--- config.mk ---
export PLATFORM = sky130hd
export DESIGN_NAME = ooo_decode_execute_queue
export DESIGN_NICKNAME = d
export VERILOG_FILES = /design/src/rtl/ooo_queue_pkg.sv /design/src/rtl/ooo_circ_buffer.sv /design/src/rtl/ooo_decode_execute_queue.sv
export SDC_FILE = /design/constraint.sdc
export NUM_CORES = 1
export LEC_CHECK = 0
export BUFFER_PORTS_ARGS = -buffer_cell sky130_fd_sc_hd__buf_2
export CAP_MARGIN = 20
export CORE_MARGIN = 3
export CORE_UTILIZATION = 57
export DETAILED_ROUTE_END_ITERATION = 16
export GPL_ROUTABILITY_DRIVEN = 0
export PLACE_DENSITY = 0.79
export REMOVE_ABC_BUFFERS = 1
export SYNTH_ARGS = -nofsm -noshare
export SYNTH_HDL_FRONTEND = slang
export SYNTH_SLANG_ARGS = --single-unit
--- constraint.sdc ---
create_clock -name CLK -period 10.2 [get_ports CLK]
set_input_delay 0.51 -clock CLK [delete_from_list [all_inputs] [get_ports CLK]]
set_output_delay 0.51 -clock CLK [all_outputs]
set_load 0.02 [all_outputs]
--- src/rtl/ooo_queue_pkg.sv ---
// Shared types for the decode-to-execute issue queue.
// Payload layout and scalar functional-unit tags.
package ooo_queue_pkg;

  typedef enum logic [2:0] {
    SFU_ARITH = 3'd0,
    SFU_MULT  = 3'd1,
    SFU_DIV   = 3'd2,
    SFU_LSU   = 3'd3,
    SFU_NONE  = 3'd7
  } scalar_fu_t;

  localparam int FU_ARITH = int'(SFU_ARITH);
  localparam int FU_MULT  = int'(SFU_MULT);
  localparam int FU_DIV   = int'(SFU_DIV);
  localparam int FU_LSU   = int'(SFU_LSU);

  typedef struct packed {
    logic [31:0] instr;
    logic [31:0] pc;
    logic [31:0] pc4;
    logic [31:0] imm;
    logic [31:0] port_a;
    logic [31:0] port_b;
    logic [63:0] ctrl;
  } decode_execute_payload_t;

  localparam int PAYLOAD_W = $bits(decode_execute_payload_t);

endpackage

--- src/rtl/ooo_circ_buffer.sv ---
// Circular buffer with wrap-bit pointers.
// Push, pop and clear; storage itself is not reset.
module ooo_circ_buffer #(
  parameter int DEPTH = 4,
  parameter int WIDTH = 8
) (
  input  logic                     clk,
  input  logic                     rst,
  input  logic                     clear,
  input  logic                     push,
  input  logic                     pop,
  input  logic [WIDTH-1:0]         wdata,
  output logic [WIDTH-1:0]         rdata,
  output logic                     empty,
  output logic                     full,
  output logic [$clog2(DEPTH):0]   count
);

  localparam int AW = $clog2(DEPTH);
  localparam int PW = AW + 1;

  logic [WIDTH-1:0] mem_q [DEPTH];
  logic [PW-1:0]    wr_q, wr_d;
  logic [PW-1:0]    rd_q, rd_d;

  always_comb begin
    wr_d = wr_q;
    rd_d = rd_q;
    if (clear) begin
      wr_d = '0;
      rd_d = '0;
    end else begin
      if (push) wr_d = wr_q + PW'(1);
      if (pop)  rd_d = rd_q + PW'(1);
    end
  end

  always_ff @(posedge clk) begin
    if (rst) begin
      wr_q <= '0;
      rd_q <= '0;
    end else begin
      wr_q <= wr_d;
      rd_q <= rd_d;
    end
  end

  always_ff @(posedge clk) begin
    if (push && !clear && !rst)
      mem_q[wr_q[AW-1:0]] <= wdata;
  end

  assign rdata = mem_q[rd_q[AW-1:0]];
  assign empty = (wr_q == rd_q);
  assign full  = (wr_q[AW-1:0] == rd_q[AW-1:0]) &&
                 (wr_q[AW] != rd_q[AW]);
  assign count = wr_q - rd_q;

endmodule

--- src/rtl/ooo_decode_execute_queue.sv ---
// Decode-to-execute issue queue: FU stall gating,
// optional empty-queue bypass and halt serialisation.
module ooo_decode_execute_queue
  import ooo_queue_pkg::*;
#(
  parameter int DEPTH  = 4,
  parameter int DATA_W = PAYLOAD_W,
  parameter int FU_W   = 3,
  parameter int NUM_FU = 4,
  parameter bit BYPASS = 1'b0
) (
  input  logic                   CLK,
  input  logic                   RST,
  input  logic                   flush,
  input  logic                   dec_valid,
  output logic                   dec_ready,
  input  logic [DATA_W-1:0]      dec_data,
  input  logic [FU_W-1:0]        dec_sfu,
  input  logic                   dec_halt,
  input  logic [NUM_FU-1:0]      fu_stall,
  output logic                   ex_valid,
  input  logic                   ex_ready,
  output logic [DATA_W-1:0]      ex_data,
  output logic [FU_W-1:0]        ex_sfu,
  output logic                   ex_halt,
  output logic [$clog2(DEPTH):0] count,
  output logic                   halted
);

  localparam int EW = DATA_W + FU_W + 1;

  logic              kill;
  logic              empty, full;
  logic              push, pop;
  logic              enq, deq;
  logic              byp;
  logic              stall_hd, stall_dec;
  logic              halt_q, halt_d;
  logic [EW-1:0]     hd_ent;
  logic [DATA_W-1:0] hd_data;
  logic [FU_W-1:0]   hd_sfu;
  logic              hd_halt;

  assign kill = flush | RST;
  assign {hd_halt, hd_sfu, hd_data} = hd_ent;

  // Tags outside the stall vector never stall.
  always_comb begin
    stall_hd  = 1'b0;
    stall_dec = 1'b0;
    for (int i = 0; i < NUM_FU; i++) begin
      if (hd_sfu == FU_W'(i))  stall_hd  = fu_stall[i];
      if (dec_sfu == FU_W'(i)) stall_dec = fu_stall[i];
    end
  end

  assign byp = BYPASS && empty;

  assign dec_ready = !full && !halt_q && !kill;

  always_comb begin
    ex_valid = !empty && !stall_hd && !kill;
    ex_data  = hd_data;
    ex_sfu   = hd_sfu;
    ex_halt  = hd_halt;
    if (byp) begin
      ex_valid = dec_valid && !stall_dec && !halt_q && !kill;
      ex_data  = dec_data;
      ex_sfu   = dec_sfu;
      ex_halt  = dec_halt;
    end
  end

  assign enq  = dec_valid && dec_ready;
  assign deq  = ex_valid && ex_ready;
  assign push = enq && !(byp && deq);
  assign pop  = deq && !byp;

  always_comb begin
    halt_d = halt_q;
    if (kill)                  halt_d = 1'b0;
    else if (enq && dec_halt)  halt_d = 1'b1;
  end

  always_ff @(posedge CLK) begin
    halt_q <= halt_d;
  end

  assign halted = halt_q && empty;

  ooo_circ_buffer #(
    .DEPTH (DEPTH),
    .WIDTH (EW)
  ) u_buf (
    .clk   (CLK),
    .rst   (RST),
    .clear (flush),
    .push  (push),
    .pop   (pop),
    .wdata ({dec_halt, dec_sfu, dec_data}),
    .rdata (hd_ent),
    .empty (empty),
    .full  (full),
    .count (count)
  );

endmodule
== Yosys cells after proc, flatten, opt, wreduce, memory -nomap -nowiden ==
Memory sizes are Yosys's and may differ from the RTL's. A register that Yosys moved wholly into a read port is not among the register bits.
Cells that the tools add are included.

* Add/sub/neg operators: 3
* Eq/ne operators: 6
* Muxes and demuxes: 8
* Bitwise gates (word level): 1
* Reductions and logical operators: 20

{| class="wikitable"
|+ Operators by type and width
! operator !! number
|-
| logical AND 1 bit || 11
|-
| logical NOT 1 bit || 7
|-
| adder 3 x 1 -> 3 bit (second input constant) || 2
|-
| == test 3 x 2 -> 1 bit (second input constant) || 2
|-
| 2-to-1 mux 1 bit || 6
|-
| 2-to-1 mux 2 bit || 2
|-
| == test 3 x 1 -> 1 bit (second input constant) || 1
|-
| == test 3 bit || 1
|-
| logical NOT 3 bit || 1
|-
| subtractor 3 bit || 1
|-
| == test 2 bit || 1
|-
| OR reduction 2 bit || 1
|-
| != test 1 bit || 1
|-
| bitwise OR 1 bit || 1
|}

* Flip-flop bits (word level): 7
* Memory bits (writable): 1040
* Bits of input ports: 269
* Output and inout port bits: 266
* Logic and storage cells: 42
* Memories kept: 1

{| class="wikitable"
|+ Memories
! name !! words !! bits a word !! read ports !! clocked after Yosys merged registers in !! write ports !! RTL line !! text
|-
| u_buf.mem_q || 4 || 260 || 1 || 1 || 1 || ooo_circ_buffer.sv:22 || <nowiki>logic [WIDTH-1:0] mem_q [DEPTH];</nowiki>
|}

== Logic depth before layout (Yosys ltp) ==
* Depth after elaboration: 11
* Gate-level depth with buffers: 7
* Gate-level depth less buffers: 7

== Modules after synthesis ==
A second synthesis with hierarchy kept.

* Cell total of the unflattened synthesis: 1421
* Area total of the unflattened synthesis: 38089.0 um2

{| class="wikitable"
|+ Modules (own cells, without submodules)
! module !! instances !! cells an instance !! area each (um2)
|-
| ooo_circ_buffer || 1 || 1407 || 37971.4
|-
| ooo_decode_execute_queue || 1 || 14 || 117.6
|}

== Worst setup path before layout ==
Ideal clock, no wire load.

* Path type: input -> register
* From: in flush
* To: mem u_buf.mem_q[3][0] (netlist bit), enable pin
* Setup time: 0.656 ns
* Data arrival time: 7.448 ns
* Data required time: 9.544 ns
* Path slack: 2.096 ns
* Stages: 4
* Buffers on the path: 1
* Path through: or2_2 clkbuf_1 a2111oi_4 and2_1

* Longest elaborated chain between the ends: 8
* Elaborated cells on any way between the ends: 9
* Classes of those cells: 2 x mux; 1 x bitwise; 6 x reduce/logical

{| class="wikitable"
|+ Ends and longest elaborated chain
! what !! RTL line !! text
|-
| start: declaration || ooo_decode_execute_queue.sv:14 || <nowiki>input logic flush,</nowiki>
|-
| bitwise OR 1 bit || ooo_decode_execute_queue.sv:44 || <nowiki>assign kill = flush | RST;</nowiki>
|-
| logical NOT 1 bit || - ||
|-
| logical AND 1 bit || ooo_decode_execute_queue.sv:59 || <nowiki>assign dec_ready = !full && !halt_q && !kill;</nowiki>
|-
| logical AND 1 bit || ooo_decode_execute_queue.sv:74 || <nowiki>assign enq = dec_valid && dec_ready;</nowiki>
|-
| logical AND 1 bit (*) (2 in series) || ooo_circ_buffer.sv:49 || <nowiki>if (push && !clear && !rst)</nowiki>
|-
| 2-to-1 mux 1 bit (*) || ooo_circ_buffer.sv:49 ||
|-
| 2-to-1 mux 1 bit (not written as such) (*) || ooo_circ_buffer.sv:50 || <nowiki>mem_q[wr_q[AW-1:0]] <= wdata;</nowiki>
|-
| end: declaration || ooo_circ_buffer.sv:22 ||
|}

Mark *: on every way between the ends. The rest lies on a longest branch, timed or not.

== Worst setup path in the final report ==
* From: reg u_buf.rd_q[1]
* To: mem u_buf.mem_q[0][10] (netlist bit), enable pin

* Longest elaborated chain between the ends: 10

{| class="wikitable"
|+ Ends and longest elaborated chain
! what !! RTL line !! text
|-
| start: declaration || ooo_circ_buffer.sv:24 || <nowiki>logic [PW-1:0] rd_q, rd_d;</nowiki>
|-
| start signal: assignment || ooo_circ_buffer.sv:44 || <nowiki>rd_q <= rd_d;</nowiki>
|-
| == test 2 bit || ooo_circ_buffer.sv:55 || <nowiki>assign full = (wr_q[AW-1:0] == rd_q[AW-1:0]) &&</nowiki>
|-
| logical AND 1 bit || ooo_circ_buffer.sv:55 ||
|-
| logical NOT 1 bit || ooo_decode_execute_queue.sv:59 ||
|-
| logical AND 1 bit (2 in series) || ooo_decode_execute_queue.sv:59 ||
|-
| logical AND 1 bit || ooo_decode_execute_queue.sv:74 ||
|-
| logical AND 1 bit (2 in series) || ooo_circ_buffer.sv:49 ||
|-
| 2-to-1 mux 1 bit || ooo_circ_buffer.sv:49 ||
|-
| 2-to-1 mux 1 bit (not written as such) || ooo_circ_buffer.sv:50 ||
|}

Every way passes these cells.

==> results.yml <==
pwr:
  max_vdd_drop_uv: 168
  total_leakage_power_nw: 14.7
  total_power_mw: 8.49
  p_per_area_nw_per_um2: 189
clock_tree:
  cts_resized: 0
  cts.sink_count: 1049
  clk_latency_worst_skew_pair_ps: 630
  post_cts_hold_buffer_count: 0
  number_of_clock_buffers_inserted_by_tritoncts: 101
  clock_tree.root_cell: "sky130_fd_sc_hd__clkbuf_16"
  tritoncts: "built"
  cts.path.max_buffers: 3
  cts.repair_timing.setup_buffer_count: 0
  clkSlewWorstSetupHoldPaths_ps: 60
  cts_htree_levels: 3
sta:
  setup_violations: 0
  timing.hold.ws_ps: 82.3
  timing.final.crit_period_ps: 4330
  final-hold-violation-count: 0
  pin_slew_with_the_least_headroom_to_its_limit_ps: 1080
  fin_ws_ps: 5870
  unrepaired_setup_endpoints_after_global_routing: "false"
  slew_headroom_pct: 27.7
  finalMaxSlewViolations: 0
  period_utilization_pct: 42.4
  fin_skew_ps: 18.9
  fmax_mhz: 231
critical_path:
  regToRegSetupSlack_ps: 5870
  cp_num_buf_inv: 3
  cp_data_required_time_ps: 10450
  worstPathCellList: "inv_1 -> ha_1 -> and2_1 -> a2111oi_4 -> and2_4 -> buf_4 -> buf_4"
  crit-reg2reg-capture: "u_buf.mem_q[0][10]"
  crit_path_end_kind: "flop"
  r2r_worst_path_depth: 7
  cp-start-kind: "flop"
  critPathArrivalTime_ps: 4580
  worst_path_max_delay_cell: "sky130_fd_sc_hd__buf_4"
  worstPathMaxFanout: 71
  crit_family: "buffers and inverters"
  cp_slowest_stage_delay_ps: 890
  critical-path-top-cell-by-count: "sky130_fd_sc_hd__buf_4"
  regToRegStartpoint: "u_buf.rd_q[1]"
  timing.setup.critical_path_class: "flop to flop"
global_route:
  grt_antenna_before_repair: 40
  grt_pass1_wl_mm: 121
  globalRouteTotalUtil_pct: 23.3
  number_of_global_route_vias_before_repair: 18900
  grt_remaining_overflow: 0
  grt_start_max_net_pins: 140
min_path:
  holdPathStages: 1
  min_delay_path_class: "input pin to flop"
  min_to: "u_buf.mem_q[3][33]"
  worstHoldStart: "dec_data[33]"
placement:
  dpl_worst_slack_ps: 5830
  detailed_place_hpwl_mm: 47.7
  area_of_placed_instances_um2: 41700
  numPortBuffers: 534
yosys:
  ys_async_sr_fraction_pct: 0
  synth.area.top_cells: "sky130_fd_sc_hd__edfxtp_1 (82%), sky130_fd_sc_hd__mux4_2 (15%), sky130_fd_sc_hd__dfxtp_1 (0.47%)"
  synth_flop_cell: "sky130_fd_sc_hd__edfxtp_1"
  yosys.area.top_type_share_pct: 82.3
  synth.lib_cells_used.distinct: 28
  synthDominantAreaCellType: "sky130_fd_sc_hd__edfxtp_1"
  synth.cell_area_um2: 38000
  syn-mean-instance-area_um2: 26.7
  synth_enable_flop_cells: 1040
  synth_warnings: 0
  syn-instance-count: 1424
  yosys_register_bits: 1049
  seq_area_frac_synth_pct: 82.8
outcome:
  run_status: "finished, final reports clean"
detailed_routing:
  via_per_inst: 5.90
  detail_route.drc_violations: 0
  route.detailed.wl_per_inst_um: 27.1
  firstDrtPassIters: 5
  drt_iter0_drc: 1690
  wirelength_mm: 80.9
  vias: 17600
  postRouteAntennaNets: 0
flow_run:
  maxCapViolCount: 0
cells_and_area:
  fin_area_um2: 44800
  syn_to_final_growth_pct: 18.1
  final_common_cell: "sky130_fd_sc_hd__edfxtp_1"
  nNetsFinal: 2299
  layout.cells.most_common_list: "sky130_fd_sc_hd__edfxtp_1 (1040), sky130_fd_sc_hd__buf_2 (534), sky130_fd_sc_hd__mux4_2 (260), sky130_fd_sc_hd__clkbuf_16 (103), sky130_fd_sc_hd__clkinv_1 (27)"
  nFillCells: 3869
  share_of_post_route_cells_with_drive_strength_above_1_pct: 45.8
  finalCoreUtilization_pct: 68.8
die:
  placement_rows: 93
  fp.dieW_um: 264
  die_area_um2: 69700
  fp.dieH_um: 264
  design.portCount: 535
  fp.coreArea_um2: 65200
  initial_core_util_pct: 58.3
## through the flow
stage	std cells	setup TNS, ps
after floorplan	1365	-526380
after global placement	2774	0
after detailed placement	2774	0
after CTS	2959	0
after global routing	2981	0
final	2989	0
## layout make-up
class,count,area [um2],share of cell area (%)
Antenna cell,30,75.1,0.167
Clock buffer,122,2650,5.91
Clock inverter,63,439,0.980
Inverter,7,26.3,0.0586
Multi-Input combinational cell,309,6270,14.0
Sequential cell,1049,31400,70.1
Tap cell,855,1070,2.39
Timing Repair Buffer,554,2870,6.41
## power breakdown
group	switching, mW	internal, mW
Sequential	0.0102	4.78
Combinational	0.157	0.0952
Clock	1.52	1.93
## worst max-delay path by stage
stage | from | end | depth (start not counted)
floorplan | flop | ex_valid | 4
global placement | flush | u_buf.mem_q[1][121] | 6
detailed placement | flush | u_buf.mem_q[0][121] | 6
CTS | flop | ex_data[137] | 4
global route | flop | ex_data[219] | 4
finish | u_buf.rd_q[1] | u_buf.mem_q[0][10] | 7
## state kept, by name (all words and copies together), names as in the netlist, named ones only
register	cells
u_buf.mem_q	1040
halt_q	1
u_buf.wr_q	3
u_buf.rd_q	3
## worst register-to-register path, cell delays in order (launching register included)
cell                        delay [ps]
sky130_fd_sc_hd__dfxtp_1           410
sky130_fd_sc_hd__inv_1             100
sky130_fd_sc_hd__ha_1              300
sky130_fd_sc_hd__and2_1            190
sky130_fd_sc_hd__a2111oi_4         600
sky130_fd_sc_hd__and2_4            880
sky130_fd_sc_hd__buf_4             520
sky130_fd_sc_hd__buf_4             890
## cell families (layout without fill, tap and decap cells)
kind of cell | Yosys count | in the layout | share of synthesized area (%)
compound gates | 9 | 9 | 0.254
xor+xnor | 4 | 4 | 0.0923
fa+ha+maj | 8 | 8 | 0.283
buf+inv | 66 | 746 | 0.748
flops | 1049 | 1049 | 82.8
mux | 263 | 263 | 15.5
other cells | 0 | 30 | 0
simple gates | 25 | 25 | 0.340
## Yosys cell counts (3+ instances only)
cell,instances
sky130_fd_sc_hd__edfxtp_1,1040
sky130_fd_sc_hd__mux4_2,260
sky130_fd_sc_hd__clkbuf_1,24
sky130_fd_sc_hd__buf_2,23
sky130_fd_sc_hd__buf_1,11
sky130_fd_sc_hd__dfxtp_1,9
sky130_fd_sc_hd__nor2_1,9
sky130_fd_sc_hd__ha_1,7
sky130_fd_sc_hd__inv_1,7
sky130_fd_sc_hd__and2_1,6
sky130_fd_sc_hd__a21oi_1,3
## metal layers
layer	global-route usage, %	share of wire, %	up-vias
met5	0	0.20	-
met3	7.05	8.3	191
met1	28.5	35	9267
met4	9.78	3.7	26
li1	-	-	7429
met2	39.1	53	725
Power figures use the tool's default switching activity.
